File: src/rtl/hilo_muldiv_ctrl_if.sv
// Execute-stage HI/LO bundle: pipeline operands and stall on one side,
// the shift-add multiplier core handshake on the other.
interface hilo_muldiv_ctrl_if #(
    parameter int W = 32
);
    logic         op_valid;
    logic [2:0]   op;
    logic [W-1:0] rs_data;
    logic [W-1:0] rt_data;
    logic         stall;
    logic [W-1:0] hi;
    logic [W-1:0] lo;
    logic         mul_start;
    logic [W-1:0] mul_a;
    logic [W-1:0] mul_b;
    logic         mul_busy;
    logic [W-1:0] mul_h;
    logic [W-1:0] mul_l;

    modport slave (
        input  op_valid, op, rs_data, rt_data, mul_busy, mul_h, mul_l,
        output stall, hi, lo, mul_start, mul_a, mul_b
    );

    modport master (
        output op_valid, op, rs_data, rt_data, mul_busy, mul_h, mul_l,
        input  stall, hi, lo, mul_start, mul_a, mul_b
    );
endinterface

File: src/rtl/hilo_muldiv_ctrl.sv
// HI/LO sequencer around a 32-cycle unsigned multiplier core: launches the
// core, stalls the pipe while it runs, sign-corrects MULT and owns HI/LO.
module hilo_muldiv_ctrl #(
    parameter int W = 32
) (
    input  logic               clk,
    input  logic               reset,
    hilo_muldiv_ctrl_if.slave  bus
);
    localparam logic [2:0] OP_MULTU = 3'd1;
    localparam logic [2:0] OP_MULT  = 3'd2;
    localparam logic [2:0] OP_MTHI  = 3'd3;
    localparam logic [2:0] OP_MTLO  = 3'd4;

    typedef enum logic [1:0] {
        S_IDLE   = 2'd0,
        S_LAUNCH = 2'd1,
        S_WAIT   = 2'd2,
        S_DONE   = 2'd3
    } state_e;

    state_e         state_q, state_d;
    logic [W-1:0]   hi_q, hi_d;
    logic [W-1:0]   lo_q, lo_d;
    logic [W-1:0]   a_q, a_d;
    logic [W-1:0]   b_q, b_d;
    logic           neg_q, neg_d;
    logic           start_q, start_d;
    logic           stall_c;

    logic           is_mul;
    logic [W-1:0]   rs_mag, rt_mag;
    logic [2*W-1:0] prod, prod_fix;

    assign is_mul = bus.op_valid && (bus.op == OP_MULTU || bus.op == OP_MULT);

    // Magnitude of the most negative value wraps to itself, which is the
    // correct unsigned magnitude for the core.
    assign rs_mag = bus.rs_data[W-1] ? (~bus.rs_data + W'(1)) : bus.rs_data;
    assign rt_mag = bus.rt_data[W-1] ? (~bus.rt_data + W'(1)) : bus.rt_data;

    assign prod     = {bus.mul_h, bus.mul_l};
    assign prod_fix = neg_q ? (~prod + (2*W)'(1)) : prod;

    always_ff @(posedge clk) begin
        if (!reset) begin
            state_q <= S_IDLE;
        end else begin
            state_q <= state_d;
        end
    end

    always_ff @(posedge clk) begin
        if (!reset) begin
            hi_q    <= '0;
            lo_q    <= '0;
            a_q     <= '0;
            b_q     <= '0;
            neg_q   <= 1'b0;
            start_q <= 1'b0;
        end else begin
            hi_q    <= hi_d;
            lo_q    <= lo_d;
            a_q     <= a_d;
            b_q     <= b_d;
            neg_q   <= neg_d;
            start_q <= start_d;
        end
    end

    always_comb begin
        state_d = state_q;
        case (state_q)
            S_IDLE:   if (is_mul) state_d = S_LAUNCH;
            S_LAUNCH: state_d = S_WAIT;
            S_WAIT:   if (!bus.mul_busy) state_d = S_DONE;
            S_DONE:   state_d = S_IDLE;
            default:  state_d = S_IDLE;
        endcase
    end

    always_comb begin
        hi_d    = hi_q;
        lo_d    = lo_q;
        a_d     = a_q;
        b_d     = b_q;
        neg_d   = neg_q;
        start_d = 1'b0;
        stall_c = 1'b0;
        case (state_q)
            S_IDLE: begin
                if (bus.op_valid) begin
                    case (bus.op)
                        OP_MTHI: hi_d = bus.rs_data;
                        OP_MTLO: lo_d = bus.rs_data;
                        OP_MULTU: begin
                            a_d     = bus.rs_data;
                            b_d     = bus.rt_data;
                            neg_d   = 1'b0;
                            start_d = 1'b1;
                            stall_c = 1'b1;
                        end
                        OP_MULT: begin
                            a_d     = rs_mag;
                            b_d     = rt_mag;
                            neg_d   = bus.rs_data[W-1] ^ bus.rt_data[W-1];
                            start_d = 1'b1;
                            stall_c = 1'b1;
                        end
                        default: ;
                    endcase
                end
            end
            S_LAUNCH: stall_c = 1'b1;
            S_WAIT: begin
                stall_c = 1'b1;
                if (!bus.mul_busy) {hi_d, lo_d} = prod_fix;
            end
            // DONE lets the multiply retire; the op still on the bus is the
            // same instruction, so it is deliberately ignored.
            S_DONE:   stall_c = 1'b0;
            default:  stall_c = 1'b0;
        endcase
        if (!reset) stall_c = 1'b0;
    end

    assign bus.stall     = stall_c;
    assign bus.hi        = hi_q;
    assign bus.lo        = lo_q;
    assign bus.mul_start = start_q;
    assign bus.mul_a     = a_q;
    assign bus.mul_b     = b_q;
endmodule
File: src/flat_wrapper.sv
// flat-port wrapper written by rule: the top's interface ports become plain ports
module hilo_muldiv_ctrl_flat 
#(
    parameter int W = 32
)
  (clk, reset, bus_op_valid, bus_op, bus_rs_data, bus_rt_data, bus_mul_busy, bus_mul_h, bus_mul_l, bus_stall, bus_hi, bus_lo, bus_mul_start, bus_mul_a, bus_mul_b);
  hilo_muldiv_ctrl_if #(.W(W)) bus_i ();
  input  logic clk;
  input  logic reset;
  input wire logic [$bits(bus_i.op_valid)-1:0] bus_op_valid;
  input wire logic [$bits(bus_i.op)-1:0] bus_op;
  input wire logic [$bits(bus_i.rs_data)-1:0] bus_rs_data;
  input wire logic [$bits(bus_i.rt_data)-1:0] bus_rt_data;
  input wire logic [$bits(bus_i.mul_busy)-1:0] bus_mul_busy;
  input wire logic [$bits(bus_i.mul_h)-1:0] bus_mul_h;
  input wire logic [$bits(bus_i.mul_l)-1:0] bus_mul_l;
  output wire logic [$bits(bus_i.stall)-1:0] bus_stall;
  output wire logic [$bits(bus_i.hi)-1:0] bus_hi;
  output wire logic [$bits(bus_i.lo)-1:0] bus_lo;
  output wire logic [$bits(bus_i.mul_start)-1:0] bus_mul_start;
  output wire logic [$bits(bus_i.mul_a)-1:0] bus_mul_a;
  output wire logic [$bits(bus_i.mul_b)-1:0] bus_mul_b;
  assign bus_i.op_valid = bus_op_valid;
  assign bus_i.op = bus_op;
  assign bus_i.rs_data = bus_rs_data;
  assign bus_i.rt_data = bus_rt_data;
  assign bus_i.mul_busy = bus_mul_busy;
  assign bus_i.mul_h = bus_mul_h;
  assign bus_i.mul_l = bus_mul_l;
  assign bus_stall = bus_i.stall;
  assign bus_hi = bus_i.hi;
  assign bus_lo = bus_i.lo;
  assign bus_mul_start = bus_i.mul_start;
  assign bus_mul_a = bus_i.mul_a;
  assign bus_mul_b = bus_i.mul_b;
  hilo_muldiv_ctrl #(.W(W)) u_core (.clk(clk), .reset(reset), .bus(bus_i));
endmodule
File: config.mk
export PLATFORM = sky130hd
export DESIGN_NAME = hilo_muldiv_ctrl_flat
export DESIGN_NICKNAME = d
export VERILOG_FILES = /design/src/rtl/hilo_muldiv_ctrl_if.sv /design/src/rtl/hilo_muldiv_ctrl.sv /design/src/flat_wrapper.sv
export SDC_FILE = /design/constraint.sdc
export NUM_CORES = 1
export LEC_CHECK = 0
export CAP_MARGIN = 25
export CORE_MARGIN = 4
export CORE_UTILIZATION = 40
export CTS_CLUSTER_DIAMETER = 50
export CTS_CLUSTER_SIZE = 10
export DETAILED_ROUTE_END_ITERATION = 10
export PLACE_DENSITY = 0.72
export SLEW_MARGIN = 40
export SYNTH_ARGS = -nofsm -noshare
export SYNTH_HDL_FRONTEND = slang
export SYNTH_SLANG_ARGS = --single-unit
File: constraint.sdc
create_clock -name clk -period 3.6 [get_ports clk]
set_input_delay 0.54 -clock clk [delete_from_list [all_inputs] [get_ports clk]]
set_output_delay 0.54 -clock clk [all_outputs]
set_load 0.01 [all_outputs]
# Yosys cells after proc, flatten, opt, wreduce, memory -nomap -nowiden
# Cells that the tools add are included.
dict set report classes {
  add_sub_neg 3
  mul 0
  n_div 0
  order_cmp 0
  n_eq_ne 12
  shifts 0
  n_mux 21
  bitwise 4
  n_reduce_logical 12
}
# op count
set op_table {}
lappend op_table {{32-bit two-way mux} 8}
lappend op_table {{32-bit one-hot mux with 2 select lines} 4}
lappend op_table {{32-bit by 1-bit adder with 32-bit output, second input constant} 2}
lappend op_table {{64-bit by 1-bit adder with 64-bit output, second input constant} 1}
lappend op_table {{64-bit two-way mux} 1}
lappend op_table {{32-bit NOT} 2}
lappend op_table {{64-bit NOT} 1}
lappend op_table {{2-bit != test, second input constant} 4}
lappend op_table {{2-bit one-hot mux with 4 select lines} 1}
lappend op_table {{4-bit AND reduction} 2}
lappend op_table {{3-bit by 2-bit == test with 1-bit output, second input constant} 2}
lappend op_table {{2-bit == test, second input constant} 2}
lappend op_table {{2-bit two-way mux} 2}
lappend op_table {{2-bit AND reduction} 2}
lappend op_table {{2-bit nonzero test} 2}
lappend op_table {{2-bit OR reduction} 2}
lappend op_table {{3-bit by 1-bit == test with 1-bit output, second input constant} 1}
lappend op_table {{3-bit == test, second input constant} 1}
lappend op_table {{1-bit two-way mux} 3}
lappend op_table {{1-bit one-hot mux with 3 select lines} 1}
lappend op_table {{3-bit AND reduction} 1}
lappend op_table {{2-bit by 1-bit == test with 1-bit output, second input constant} 1}
lappend op_table {{2-bit logical NOT} 1}
lappend op_table {{2-bit by 1-bit != test with 1-bit output, second input constant} 1}
lappend op_table {{4 further kinds} 4}
dict set report totals {
  regBits 132
  latchBits 0
  ram_bits 0
  mem_bits_ro 0
  inputBits 135
  output_inout_bits 130
  wordCells 59
  mem_count 0
}

# Depth between registers and ports, before layout
dict set report depth {
  word_depth 6
  ltp_mapped 10
  mapped_depth_nobuf 8
}

# Least setup slack after synthesis
# No wires, ideal clock.
dict set report synth_timing {
  kind {in2reg}
  from {in bus_mul_l[0]}
  to {reg u_core.hi_q[18] (netlist: u_core.bus.hi[18])}
  setup_ps 117
  arrival_ps 3163
  required_ps 3483
  setup_slack_ps 320
  path_stages 9
  n_path_buf 2
  path_cell_list {inv_1 -> ha_1 -> or3b_2 -> or4_4 -> buf_6 -> or4_1 -> buf_2 -> or4_1 -> a32o_1}
}
dict set report synth_between {
  elab_chain_cells 5
}
# element line_no
set synth_lines {}
lappend synth_lines {{start, declared} flat_wrapper.sv:16} ;# input wire logic [$bits(bus_i.mul_l)-1:0] bus_mul_l;
lappend synth_lines {{64-bit NOT} hilo_muldiv_ctrl.sv:43} ;# assign prod_fix = neg_q ? (~prod + (2*W)'(1)) : prod;
lappend synth_lines {{64-bit by 1-bit adder with 64-bit output} hilo_muldiv_ctrl.sv:43}
lappend synth_lines {{64-bit two-way mux} hilo_muldiv_ctrl.sv:43}
lappend synth_lines {{32-bit two-way mux} hilo_muldiv_ctrl.sv:117} ;# if (!bus.mul_busy) {hi_d, lo_d} = prod_fix;
lappend synth_lines {{32-bit one-hot mux with 2 select lines} hilo_muldiv_ctrl.sv:90} ;# case (state_q)
lappend synth_lines {{end signal, assigned} hilo_muldiv_ctrl.sv:62} ;# hi_q <= hi_d;
lappend synth_lines {{end, declared} hilo_muldiv_ctrl.sv:23} ;# logic [W-1:0] hi_q, hi_d;
# No other way between the ends. The select of a mux whose other input is x is not followed.
# A chain may end at the register's enable or synchronous reset.

# Worst setup path after layout
# Same ends and word-level chain as after synthesis.

==> impl_results.md <==
* Crit path top cell by count: or4_1
* Register share of total power at 0.313
* Avg WL per Cell at roughly 22 µm
* Status: completed
* Die X at approximately 150 µm
* Worst-margin pin slew at between 0.8 and 0.9 ns
* Total inserted antenna cells at 0
* Register area share after synthesis at 0.320
* CTS Sinks at 132
* Site row count at 52
* Die ar. at between 20000 and 25000 µm²
* Multi-input gate area at roughly 5300 µm²
* DRC errors left at 0
* Clock buffer depth at 2
* TritonCTS clock tree: yes
* CTS clk-pin slew, worst paths at approximately 0.07 ns
* Number of global-route vias before repair at between 9k and 10k
* Crit path cell chain: clkdlybuf4s50_1 > inv_1 > ha_1 > or3b_2 > or4_4 > or4_1 > buf_4 > or4_1 > a32o_1
* Fin. Hold Viols at 0
* Worst Setup Start Kind: input pin
* Synthesized area at 8250 µm²
* Hold Path Class: reg -> reg
* Sw Share at 0.354
* Critical path arrival at 3.60 ns
* P_sw at between 2 and 2.5 mW
* EDFF count, synth at 0
* Setup Buffers After CTS at 0
* Max incr delay on CP at ~0.52 ns
* Hold buffers post-CTS at 0
* Worst EP required at between 3 and 4 ns
* Initial antenna violation count at 0
* Post-synth ARST share at 0
* YS warnings at 0
* Gr ovfl total at 0
* # H-tree levels at 4
* Post-place instance area at around 12000 µm²
* Initial Util at 0.408
* Relative slew slack at 0.415
* Slew Viols, Final at 0
* Crit path kind: in -> reg
* Skew-Pair Late Insertion Delay at 0.43 ns
* Number of port buffers at about 260
* DRT iter0 DRCs at a little over 900
* Root buffer cell: clkbuf_16
* Fin area at about 12000 µm²
* Via density at about 5.9
* Flop-to-flop setup slack at between 1 and 1.5 ns
* #FFs+latches synth at approximately 130
* Area Overhead vs Synth at 47.7%
* Routed Antenna Nets at 0
* Die Height at between 150 and 200 µm
* Avg Inst Size Synth at between 7 and 8 µm²
* Core ar. at 20200 µm²
* Fin util at 0.602
* RSZ-0062 raised after global routing: false
* Nets at about 1.5k
* Int Power at around 4.0 mW
* Final setup vio count at 0
* Total wire length at around 35 mm
* Worst Hold Slack at 0.454 ns
* First-pass GRT wire length at 52.5 mm
* Crit path buf inv count at 3
* Clock power frac at 0.312
* DR pass1 iterations at 8
* Count of cell types in the netlist at roughly 60
* Largest net degree at the start of global routing at approximately 120
* Cell Pwr Density at a little over 500 nW/µm²
* Leakage at 4.11 nW
* Critical-path maximum fanout at 8
* Detailed placer's ending HPWL at roughly 27 mm
* Worst vdd ir at about 0.00031 V
* Crit path max-delay family: simple AND/OR/NAND/NOR gates
* TritonCTS Buffers at 17
* MaxCap Viol Count at 0
* FF/Latch Area at 2640 µm²
* Syn Nets at between 1k and 1.5k
* Critical path's slowest cell: or4_1
* Post-CTS sizing at 0
* Total number of vias at between 9k and 10k
* Fmax at 305 MHz
* GRT Resource Usage Total at 0.297
* Critical path capture point type: flip-flop
* Gate Count Post-Synth at approximately 1.1k
* Most used DFF post-synth: dfxtp_1
* GPL Wtd Cong at between 0.9 and 1
* Power share of the combinational group at 0.375
* Fin crit share at 0.910
* Filler cell count at about 1.8k
* Skew final at 0.00794 ns
* I/O pin total at about 270
* Min Tclk post-route at 3.28 ns
* Share of layout cells above drive strength 1 at 0.0948
## kinds of logic after synthesis
kind of cell             Yosys count  share of synthesized area
multiplexers                      14                     0.0171
adder cells (fa/ha/maj)            6                    0.00910
flip-flops                       132                      0.320
XOR/XNOR                          98                      0.104
buffers and inverters             95                     0.0446
AO/OA/AOI/OAI                    356                      0.279
AND/OR/NAND/NOR                  375                      0.226
## power by group through the flow
stage,registers [mW],clock network (mW),logic [mW]
3_3_place_gp,1.96,0,2.27
3_5_place_dp,1.96,0,2.29
6_report,1.94,1.93,2.32
4_1_cts,1.94,1.94,2.30
5_1_grt,1.96,2.00,2.49
2_1_floorplan,2.04,0,0.973
## cells in the mapped netlist, types with 3 or more instances
library cell  number  share of area
nand3_1           23          0.014
o211ai_1          17          0.015
o22ai_1           13         0.0099
a32o_1             3         0.0036
o311ai_0           4         0.0042
nor3_1            29          0.018
a31oi_1           18          0.014
or4_1             17          0.015
nand4_1           12         0.0091
nor3b_1            6         0.0055
a211oi_1          41          0.037
o21ai_0           79          0.048
nor4_1            25          0.019
nor2b_1            3         0.0023
or2_2              6         0.0045
o41ai_1           19          0.020
clkbuf_1          69          0.031
ha_1               6         0.0091
nand3b_1           4         0.0036
o31ai_1           31          0.028
inv_1             20         0.0091
a211o_1           10          0.011
a21oi_1           88          0.053
nand2_1           79          0.036
xor2_1            56          0.059
a31o_2             3         0.0032
dfxtp_1          132           0.32
nand2b_1           8         0.0061
nor2_1           117          0.053
nand4b_1           3         0.0032
and4_1             3         0.0032
and3_1             7         0.0053
and2_1             6         0.0045
a32oi_1            3         0.0032
a41oi_1            3         0.0032
mux2i_1           13          0.016
buf_2              3         0.0018
or3_1             21          0.016
xnor2_1           42          0.045
a311oi_1           4         0.0042
## routing by layer
layer / global-route usage / vias up / routed length, µm
met4: 0.0925 / 0 / 767
met1: 0.393 / 4577 / 14600
li1: - / 4585 / -
met5: 0 / - / 0
met3: 0.0604 / 47 / 3520
met2: 0.487 / 515 / 16500
## cell type report
cell class | instances | area share
multi-input combinational | 849 | 0.431
timing repair buffer | 339 | 0.265
sequential | 132 | 0.217
clock buffer | 17 | 0.0349
tap | 270 | 0.0277
clock inverter | 15 | 0.0178
inverter | 20 | 0.00616
## sequential cells by signal, indices dropped and copies added, names as in the netlist
name / flops
u_core.bus.lo: 32
u_core.state_q: 2
u_core.bus.mul_b: 32
u_core.neg_q: 1
u_core.bus.mul_a: 32
u_core.bus.mul_start: 1
u_core.bus.hi: 32
## stage by stage
step	worst slack [ns]	power [mW]	std cells	TNS, ns
after global placement	-0.0860	4.23	1610	-0.0860
after detailed placement	-0.124	4.25	1610	-0.182
after CTS	0.342	6.18	1642	0
after floorplan	0.320	3.01	1076	0
after global routing	0.234	6.46	1642	0
final	0.324	6.19	1642	0
## worst min-delay path, cell delays in order, from the launching register on
cell,delay [ns]
dfxtp_1,0.32
nand2_1,0.05
nand2_1,0.04
## cells in the final DEF, fill, tap and decap left out, types with 19 or more instances in the layout
master / instances
clkdlybuf4s50_1: 263
dfxtp_1: 132
nor2_1: 114
a21oi_1: 88
o21ai_0: 79
nand2_1: 79
buf_4: 71
xor2_1: 56
xnor2_1: 42
a211oi_1: 41
o31ai_1: 31
nor3_1: 29
nor4_1: 25
nand3_1: 23
or3_1: 21
inv_1: 19
o41ai_1: 19
## worst paths after layout
check                                                       to                           start  depth (start not counted)
worst max-delay path            u_core.bus.hi[18]$_SDFFE_PN0P_                    bus_mul_l[0]                          9
worst min-delay path            u_core.bus.hi[27]$_SDFFE_PN0P_  u_core.bus.hi[27]$_SDFFE_PN0P_                          2
worst max register to register   u_core.bus.hi[2]$_SDFFE_PN0P_  u_core.state_q[0]$_SDFFE_PN0P_                          7
worst min register to register  u_core.bus.hi[27]$_SDFFE_PN0P_  u_core.bus.hi[27]$_SDFFE_PN0P_                          2
No activity file was read; power rests on OpenSTA's default activity.
